==> src/rtl/lbdr_adaptive_route_unit_pkg.sv <==
// ---------------------------------------------------------------------------
// lbdr_pkg
// Shared types and constants for the adaptive LBDR route unit:
//   - flit type codes carried on flit_id
//   - output port index enum (bit positions of the one-hot out_port)
//   - route FSM state enum
//   - first_set4(): isolates the lowest set bit of a 4-bit candidate vector,
//     which is how the fixed N>E>W>S priority is realised.
// ---------------------------------------------------------------------------
package lbdr_pkg;

  localparam int FLIT_W = 3;

  localparam logic [FLIT_W-1:0] FLIT_HEADER = 3'b001;
  localparam logic [FLIT_W-1:0] FLIT_BODY   = 3'b010;
  localparam logic [FLIT_W-1:0] FLIT_TAIL   = 3'b100;
  localparam logic [FLIT_W-1:0] FLIT_HT     = 3'b101;

  typedef enum logic [2:0] {
    P_N = 3'd0,
    P_E = 3'd1,
    P_W = 3'd2,
    P_S = 3'd3,
    P_L = 3'd4
  } port_idx_e;

  typedef enum logic [1:0] {
    IDLE = 2'd0,
    LOCK = 2'd1,
    DROP = 2'd2
  } state_e;

  // Bit 0 is N, so the lowest set bit is the highest-priority candidate.
  function automatic logic [3:0] first_set4(input logic [3:0] v);
    return v & (~v + 4'd1);
  endfunction

endpackage

==> src/rtl/lbdr_adaptive_route_unit_if.sv <==
// ---------------------------------------------------------------------------
// lbdr_adaptive_route_unit_if
// Flit-side and allocator-side handshake bundle of the route unit.
//   in_valid/in_ready   flit offer / accept from the input FIFO
//   flit_id, dst_addr   flit type and destination {y,x}
//   port_free           downstream free flags {S,W,E,N}
//   out_valid/out_ready one-hot request towards the switch allocator
//   out_port            one-hot {L,S,W,E,N}
//   route_err           one-cycle pulse when a flit was dropped
// master = flit source / allocator side, slave = the route unit.
// ---------------------------------------------------------------------------
interface lbdr_adaptive_route_unit_if
  import lbdr_pkg::*;
#(
  parameter int COORD_W = 2
);

  logic                   in_valid;
  logic                   in_ready;
  logic [FLIT_W-1:0]      flit_id;
  logic [2*COORD_W-1:0]   dst_addr;
  logic [3:0]             port_free;
  logic                   out_valid;
  logic                   out_ready;
  logic [4:0]             out_port;
  logic                   route_err;

  modport master (
    output in_valid, flit_id, dst_addr, port_free, out_ready,
    input  in_ready, out_valid, out_port, route_err
  );

  modport slave (
    input  in_valid, flit_id, dst_addr, port_free, out_ready,
    output in_ready, out_valid, out_port, route_err
  );

endinterface

==> src/rtl/lbdr_adaptive_route_unit_route_calc.sv <==
// ---------------------------------------------------------------------------
// lbdr_route_calc
// Purely combinational LBDR route computation for one header flit.
// Ports:
//   cur_addr_i  this router's {y,x}
//   dst_addr_i  destination {y,x}
//   rxy_i       turn bits {Rsw,Rse,Rws,Rwn,Res,Ren,Rnw,Rne}
//   cx_i        connectivity {Cs,Cw,Ce,Cn}
//   dr_i        deroute port code (0=N 1=E 2=W 3=S)
//   port_free_i downstream free {S,W,E,N}
//   port_o      one-hot {L,S,W,E,N}, zero when the flit must be dropped
//   err_o       1 when no route exists (flit must be dropped)
// ---------------------------------------------------------------------------
module lbdr_route_calc
  import lbdr_pkg::*;
#(
  parameter int COORD_W    = 2,
  parameter bit DEROUTE_EN = 1'b1,
  parameter bit ADAPT_EN   = 1'b1
) (
  input  logic [2*COORD_W-1:0] cur_addr_i,
  input  logic [2*COORD_W-1:0] dst_addr_i,
  input  logic [7:0]           rxy_i,
  input  logic [3:0]           cx_i,
  input  logic [1:0]           dr_i,
  input  logic [3:0]           port_free_i,
  output logic [4:0]           port_o,
  output logic                 err_o
);

  logic [COORD_W-1:0] x_cur_s, y_cur_s, x_dst_s, y_dst_s;
  logic n1_s, s1_s, e1_s, w1_s;
  logic cand_n_s, cand_e_s, cand_w_s, cand_s_s;
  logic [3:0] cand_s;
  logic [3:0] free_cand_s;
  logic local_s;

  assign x_cur_s = cur_addr_i[COORD_W-1:0];
  assign y_cur_s = cur_addr_i[2*COORD_W-1:COORD_W];
  assign x_dst_s = dst_addr_i[COORD_W-1:0];
  assign y_dst_s = dst_addr_i[2*COORD_W-1:COORD_W];

  assign n1_s = (y_dst_s < y_cur_s);
  assign s1_s = (y_cur_s < y_dst_s);
  assign e1_s = (x_cur_s < x_dst_s);
  assign w1_s = (x_dst_s < x_cur_s);

  // A diagonal move may leave on either axis only if the turn bit allows it.
  assign cand_n_s = ((n1_s & ~e1_s & ~w1_s) | (n1_s & e1_s & rxy_i[0]) | (n1_s & w1_s & rxy_i[1])) & cx_i[0];
  assign cand_e_s = ((e1_s & ~n1_s & ~s1_s) | (e1_s & n1_s & rxy_i[2]) | (e1_s & s1_s & rxy_i[3])) & cx_i[1];
  assign cand_w_s = ((w1_s & ~n1_s & ~s1_s) | (w1_s & n1_s & rxy_i[4]) | (w1_s & s1_s & rxy_i[5])) & cx_i[2];
  assign cand_s_s = ((s1_s & ~e1_s & ~w1_s) | (s1_s & e1_s & rxy_i[6]) | (s1_s & w1_s & rxy_i[7])) & cx_i[3];

  assign cand_s      = {cand_s_s, cand_w_s, cand_e_s, cand_n_s};
  assign free_cand_s = cand_s & port_free_i;
  assign local_s     = ~(n1_s | s1_s | e1_s | w1_s);

  // Port selection: local, then adaptive/fixed minimal choice, then deroute.
  always_comb begin
    port_o = 5'b00000;
    err_o  = 1'b0;
    if (local_s) begin
      port_o[P_L] = 1'b1;
    end else if (cand_s != 4'b0000) begin
      if (ADAPT_EN && (free_cand_s != 4'b0000)) begin
        port_o = {1'b0, first_set4(free_cand_s)};
      end else begin
        port_o = {1'b0, first_set4(cand_s)};
      end
    end else if (DEROUTE_EN && cx_i[dr_i]) begin
      port_o = {1'b0, 4'b0001 << dr_i};
    end else begin
      err_o = 1'b1;
    end
  end

endmodule

==> src/rtl/lbdr_adaptive_route_unit.sv <==
// ---------------------------------------------------------------------------
// lbdr_adaptive_route_unit
// Per-input-port route computation with packet-level port locking.
// A header flit is routed by lbdr_route_calc; the chosen port is locked and
// reused for body/tail flits of the same packet. Unroutable packets are
// dropped as a whole (route_err pulses on the header only).
// Ports:
//   clk, rst         clock, synchronous active-high reset (also loads config)
//   rxy_rst_i        turn bits loaded at reset
//   cx_rst_i         connectivity bits loaded at reset
//   dr_rst_i         deroute port code loaded at reset
//   cur_addr_rst_i   router address {y,x} loaded at reset
//   bus              handshake bundle (slave side)
// ---------------------------------------------------------------------------
module lbdr_adaptive_route_unit
  import lbdr_pkg::*;
#(
  parameter int COORD_W    = 2,
  parameter bit DEROUTE_EN = 1'b1,
  parameter bit ADAPT_EN   = 1'b1
) (
  input  logic                       clk,
  input  logic                       rst,
  input  logic [7:0]                 rxy_rst_i,
  input  logic [3:0]                 cx_rst_i,
  input  logic [1:0]                 dr_rst_i,
  input  logic [2*COORD_W-1:0]       cur_addr_rst_i,
  lbdr_adaptive_route_unit_if.slave  bus
);

  logic [7:0]         rxy_q;
  logic [3:0]         cx_q;
  logic [1:0]         dr_q;
  logic [2*COORD_W-1:0] cur_q;

  state_e     state_q;
  logic [4:0] lock_port_q;
  logic       out_valid_q;
  logic [4:0] out_port_q;
  logic       route_err_q;

  logic [4:0] calc_port_s;
  logic       calc_err_s;
  logic       accept_s;
  logic       is_header_s;

  lbdr_route_calc #(
    .COORD_W    (COORD_W),
    .DEROUTE_EN (DEROUTE_EN),
    .ADAPT_EN   (ADAPT_EN)
  ) u_route_calc (
    .cur_addr_i  (cur_q),
    .dst_addr_i  (bus.dst_addr),
    .rxy_i       (rxy_q),
    .cx_i        (cx_q),
    .dr_i        (dr_q),
    .port_free_i (bus.port_free),
    .port_o      (calc_port_s),
    .err_o       (calc_err_s)
  );

  // The output register frees up in the same cycle the allocator consumes it.
  assign bus.in_ready  = ~rst & (~out_valid_q | bus.out_ready);
  assign accept_s      = bus.in_valid & bus.in_ready;
  assign is_header_s   = (bus.flit_id == FLIT_HEADER);

  assign bus.out_valid = out_valid_q;
  assign bus.out_port  = out_port_q;
  assign bus.route_err = route_err_q;

  // Routing configuration: captured only while reset is held.
  always_ff @(posedge clk) begin
    if (rst) begin
      rxy_q <= rxy_rst_i;
      cx_q  <= cx_rst_i;
      dr_q  <= dr_rst_i;
      cur_q <= cur_addr_rst_i;
    end else begin
      rxy_q <= rxy_q;
      cx_q  <= cx_q;
      dr_q  <= dr_q;
      cur_q <= cur_q;
    end
  end

  // Packet FSM plus the single output pipeline register.
  always_ff @(posedge clk) begin
    if (rst) begin
      state_q     <= IDLE;
      lock_port_q <= 5'b00000;
      out_valid_q <= 1'b0;
      out_port_q  <= 5'b00000;
      route_err_q <= 1'b0;
    end else begin
      route_err_q <= 1'b0;
      if (bus.out_ready) begin
        out_valid_q <= 1'b0;
      end
      if (accept_s) begin
        case (bus.flit_id)
          FLIT_HEADER, FLIT_HT: begin
            // A new header inside a locked packet means the old packet lost its tail.
            if (state_q == LOCK) begin
              route_err_q <= 1'b1;
            end
            if (calc_err_s) begin
              route_err_q <= 1'b1;
              state_q     <= is_header_s ? DROP : IDLE;
            end else begin
              out_valid_q <= 1'b1;
              out_port_q  <= calc_port_s;
              lock_port_q <= calc_port_s;
              state_q     <= is_header_s ? LOCK : IDLE;
            end
          end
          FLIT_BODY, FLIT_TAIL: begin
            case (state_q)
              IDLE: begin
                route_err_q <= 1'b1;
              end
              LOCK: begin
                out_valid_q <= 1'b1;
                out_port_q  <= lock_port_q;
                if (bus.flit_id == FLIT_TAIL) begin
                  state_q <= IDLE;
                end
              end
              DROP: begin
                if (bus.flit_id == FLIT_TAIL) begin
                  state_q <= IDLE;
                end
              end
              default: begin
                state_q <= IDLE;
              end
            endcase
          end
          default: begin
            route_err_q <= 1'b1;
          end
        endcase
      end
    end
  end

endmodule

==> src/flat_wrapper.sv <==
// flat-port wrapper written by rule: the top's interface ports become plain ports
module lbdr_adaptive_route_unit_flat import lbdr_pkg::*;
#(
  parameter int COORD_W    = 2,
  parameter bit DEROUTE_EN = 1'b1,
  parameter bit ADAPT_EN   = 1'b1
)
  (clk, rst, rxy_rst_i, cx_rst_i, dr_rst_i, cur_addr_rst_i, bus_in_valid, bus_flit_id, bus_dst_addr, bus_port_free, bus_out_ready, bus_in_ready, bus_out_valid, bus_out_port, bus_route_err);
  lbdr_adaptive_route_unit_if #(.COORD_W(COORD_W)) bus_i ();
  input  logic clk;
  input  logic rst;
  input  logic [7:0] rxy_rst_i;
  input  logic [3:0] cx_rst_i;
  input  logic [1:0] dr_rst_i;
  input  logic [2*COORD_W-1:0] cur_addr_rst_i;
  input wire logic [$bits(bus_i.in_valid)-1:0] bus_in_valid;
  input wire logic [$bits(bus_i.flit_id)-1:0] bus_flit_id;
  input wire logic [$bits(bus_i.dst_addr)-1:0] bus_dst_addr;
  input wire logic [$bits(bus_i.port_free)-1:0] bus_port_free;
  input wire logic [$bits(bus_i.out_ready)-1:0] bus_out_ready;
  output wire logic [$bits(bus_i.in_ready)-1:0] bus_in_ready;
  output wire logic [$bits(bus_i.out_valid)-1:0] bus_out_valid;
  output wire logic [$bits(bus_i.out_port)-1:0] bus_out_port;
  output wire logic [$bits(bus_i.route_err)-1:0] bus_route_err;
  assign bus_i.in_valid = bus_in_valid;
  assign bus_i.flit_id = bus_flit_id;
  assign bus_i.dst_addr = bus_dst_addr;
  assign bus_i.port_free = bus_port_free;
  assign bus_i.out_ready = bus_out_ready;
  assign bus_in_ready = bus_i.in_ready;
  assign bus_out_valid = bus_i.out_valid;
  assign bus_out_port = bus_i.out_port;
  assign bus_route_err = bus_i.route_err;
  lbdr_adaptive_route_unit #(.COORD_W(COORD_W), .DEROUTE_EN(DEROUTE_EN), .ADAPT_EN(ADAPT_EN)) u_core (.clk(clk), .rst(rst), .rxy_rst_i(rxy_rst_i), .cx_rst_i(cx_rst_i), .dr_rst_i(dr_rst_i), .cur_addr_rst_i(cur_addr_rst_i), .bus(bus_i));
endmodule
==> config.mk <==
export PLATFORM = sky130hd
export DESIGN_NAME = lbdr_adaptive_route_unit_flat
export DESIGN_NICKNAME = d
export VERILOG_FILES = /design/src/rtl/lbdr_adaptive_route_unit_pkg.sv /design/src/rtl/lbdr_adaptive_route_unit_if.sv /design/src/rtl/lbdr_adaptive_route_unit_route_calc.sv /design/src/rtl/lbdr_adaptive_route_unit.sv /design/src/flat_wrapper.sv
export SDC_FILE = /design/constraint.sdc
export NUM_CORES = 1
export LEC_CHECK = 0
export CAP_MARGIN = 25
export CORE_AREA = 5 5 63 87
export CTS_BUF_LIST = sky130_fd_sc_hd__clkbuf_2
export DETAILED_ROUTE_END_ITERATION = 12
export DIE_AREA = 0 0 68 92
export GPL_ROUTABILITY_DRIVEN = 0
export PLACE_DENSITY = 0.75
export SLEW_MARGIN = 15
export SYNTH_ARGS = -nofsm -noshare
export SYNTH_HDL_FRONTEND = slang
export SYNTH_SLANG_ARGS = --single-unit
==> constraint.sdc <==
create_clock -name clk -period 5.34 [get_ports clk]
set_input_delay 1.068 -clock clk [delete_from_list [all_inputs] [get_ports clk]]
set_output_delay 1.068 -clock clk [all_outputs]
set_load 0.005 [all_outputs]
==> run_results.csv <==
group,metric,value,unit
synthesis,synthFlopType,"edfxtp_1",
clocking,cts-htree-levels,2,
route,drc_errors,0,
sta,max_slew_margin,65.38,%
clocking,cts_buffers,5,
synthesis,synth_seq_area_share,46.66,%
route,post_drt_wl_per_cell,13.49,um
synthesis,synth.most_common_cell,"edfxtp_1",
synthesis,synth_cell_types,58,
sta,period_share,62.63,%
global_routing,grt-ovfl-total,0,
sta,drv_slew,0,
die,die_w,68,um
sta,worst_pin_slew,0.5193,ns
finish,drive_gt1_share,15.69,%
power,power_density,224.3,nW/um^2
die,core,4536,sq um
route,routed_via_density,5.192,
die,num_rows,29,
global_routing,antenna_found_initial,0,
sta,setup_tns,0,ns
sta,whs,0.4723,ns
die,chipHeight,92,um
power,power,508.2,uW
route,dr.pass1.iters,4,
placed_design,detailedPlace.worstSlack,1.641,ns
route,vias,1381,
clocking,cts.path.max_buffers,2,
synthesis,synth.area.top_cells,"edfxtp_1 31%, dfxtp_1 16%, ha_1 4.3%",
die,start_util,38.79,%
worst_setup_path,rrSetupSlack,2.84,ns
clocking,postCtsHoldBufs,0,
clocking,post_cts_resized,0,
synthesis,netlist_area,1759,sq um
synthesis,synth_edf_count,18,
clocking,root_buffer,"clkbuf_2",
synthesis,syn_avg_cell_area,11.06,sq um
die,dieArea,6256,sq um
finish,syn_to_final_growth,28.80,%
sta,final-setup-viol-count,0,
finish,multi_input_area,885.9,sq um
placed_design,post-dp-hpwl,2910,um
worst_setup_path,arrival,2.28,ns
sta,finalHoldViolCount,0,
synthesis,syn_inst,159,
worst_setup_path,cp.required,4.27,ns
synthesis,synth_top_area_share,30.73,%
synthesis,ys_ff_latch,32,
sta,skew,0.008465,ns
hold_path,min_path_cells,2,
sta,setup_slack,1.996,ns
route,drt-initial-drc-count,46,
worst_setup_path,startpoint_type,"primary input",
sta,rsz0062_at_grt,"no",
global_routing,first_global_vias,1351,
route,ant_nets,0,
global_routing,grt_max_degree,27,
synthesis,yosysWarnings,0,
finish,num-fill-cells,434,
die,io_pins,41,
hold_path,min_path_type,"flop to flop",
sta,max_clock_freq,0.2990,GHz
route,wl,3588,um
run,maxCapViolCount,0,
synthesis,synthArstFlopShare,0,%
global_routing,grt_pass1_wl,5906,um
clocking,clk_latency,0.35,ns
run_status,status,"finished clean",
sta,period_minus_slack,3.344,ns
power,leakagePower,0.8210,nW
worst_setup_path,end_kind,"primary output",
clocking,clkSinkCount,32,
finish,finalNetCount,243,
synthesis,synth_area_leader_cell,"edfxtp_1",
power,ir_worst_vdd,139.1,uV
global_routing,grt_use_total,12.58,%
finish,seq_area,820.8,sq um
placed_design,portBuffers,40,
synthesis,netlist_top_cells_count,"18 x edfxtp_1, 14 x dfxtp_1, 11 x inv_1, 11 x nand2_1, 9 x nor2_1",
clocking,clkSlewWorstSetupHoldPaths,0.14,ns
worst_setup_path,critPathKind,"primary input to primary output",
synthesis,syn-num-nets,198,
finish,n_antenna_cell,0,
clocking,post_cts_buffers,0,
worst_setup_path,reg2reg_depth,8,
clocking,cts_tree,"yes",
worst_setup_path,cp_max_fo,3,
==> cell families after synthesis <==
family | share of synthesized area [%]
and+or+nand+nor | 21.48
buffers and inverters | 2.987
muxes | 1.849
adders and majority gates | 4.267
xor gates and xnor gates | 0.4980
DFF | 46.66
AOI/OAI and AO/OA | 22.26
==> cells in the final DEF, fill, tap and decap left out, types with 2 or more instances in the layout <==
| cell type | netlist | routed |
|---|---|---|
| nor2b_1 | 2 | 2 |
| o32ai_2 | 2 | 2 |
| nand3b_1 | 2 | 2 |
| or3_1 | 3 | 3 |
| o21a_1 | 2 | 2 |
| o221a_2 | 2 | 2 |
| nor3_2 | 4 | 4 |
| nor2_1 | 9 | 9 |
| a32o_1 | 2 | 2 |
| o21ai_1 | 3 | 3 |
| o21ai_0 | 5 | 5 |
| inv_1 | 11 | 11 |
| o211a_1 | 2 | 2 |
| nor4_1 | 3 | 3 |
| a21oi_1 | 7 | 7 |
| and2_1 | 3 | 3 |
| or2_2 | 3 | 3 |
| clkdlybuf4s50_1 | 0 | 40 |
| nand3_1 | 2 | 2 |
| nand2_1 | 11 | 11 |
| edfxtp_1 | 18 | 18 |
| a311oi_2 | 3 | 3 |
| ha_1 | 6 | 6 |
| a22oi_1 | 2 | 2 |
| clkbuf_2 | 0 | 5 |
| clkinv_1 | 0 | 2 |
| dfxtp_1 | 14 | 14 |
| nor3_1 | 2 | 2 |
| or2_1 | 2 | 2 |
| and3_1 | 2 | 2 |
==> area by class of cell <==
class | count | area share [%]
tap | 62 | 3.424
inverter | 11 | 1.822
sequential | 32 | 36.22
clock buffer | 5 | 1.104
clock inverter | 2 | 0.3313
timing repair buffer | 41 | 18.00
multi-input combinational | 113 | 39.09
==> state kept, by name, indices dropped and copies added (netlist names) <==
name	flops
u_core.cur_q	4
u_core.cx_q	4
u_core.lock_port_q	5
u_core.rxy_q	8
u_core.bus.route_err	1
u_core.bus.out_valid	1
u_core.state_q	2
u_core.bus.out_port	5
u_core.dr_q	2
==> final timing paths <==
kind / start / to
hold reg to reg: u_core.lock_port_q[3] / u_core.lock_port_q[3]
hold / removal: u_core.lock_port_q[3] / u_core.lock_port_q[3]
setup / recovery: rst / bus_in_ready
setup reg to reg: u_core.cur_q[3] / u_core.lock_port_q[0]
==> report_power, final <==
part,switching (mW),total (mW),internal [mW]
clock network,0.0741,0.101,0.0269
registers,0.00771,0.283,0.276
logic,0.0603,0.124,0.0635
==> layer usage <==
layer / up-vias / share of wire [%] / global-route usage, % / wire length, um
met5: - / 0 / 0 / 0
met4: 0 / 2.4 / 4.809 / 85
met3: 7 / 6.5 / 4.401 / 233
met2: 37 / 53 / 22.61 / 1917
met1: 641 / 38 / 12.83 / 1352
li1: 696 / - / - / -
==> critical path, stage by stage <==
cell and delay [ns]:
clkdlybuf4s50_1 0.47, nor2_1 0.20, clkdlybuf4s50_1 0.53
==> metrics by stage <==
| stage | std cells | cell area [sq um] | utilization (%) |
|---|---|---|---|
| after CTS | 266 | 2266 | 49.96 |
| after detailed placement | 259 | 2233 | 49.24 |
| after global placement | 259 | 2233 | 49.24 |
| after floorplan | 159 | 1759 | - |
| final | 266 | 2266 | 49.96 |
| after global routing | 266 | 2266 | 49.96 |
Note: power is estimated with default switching activity, not from simulation.
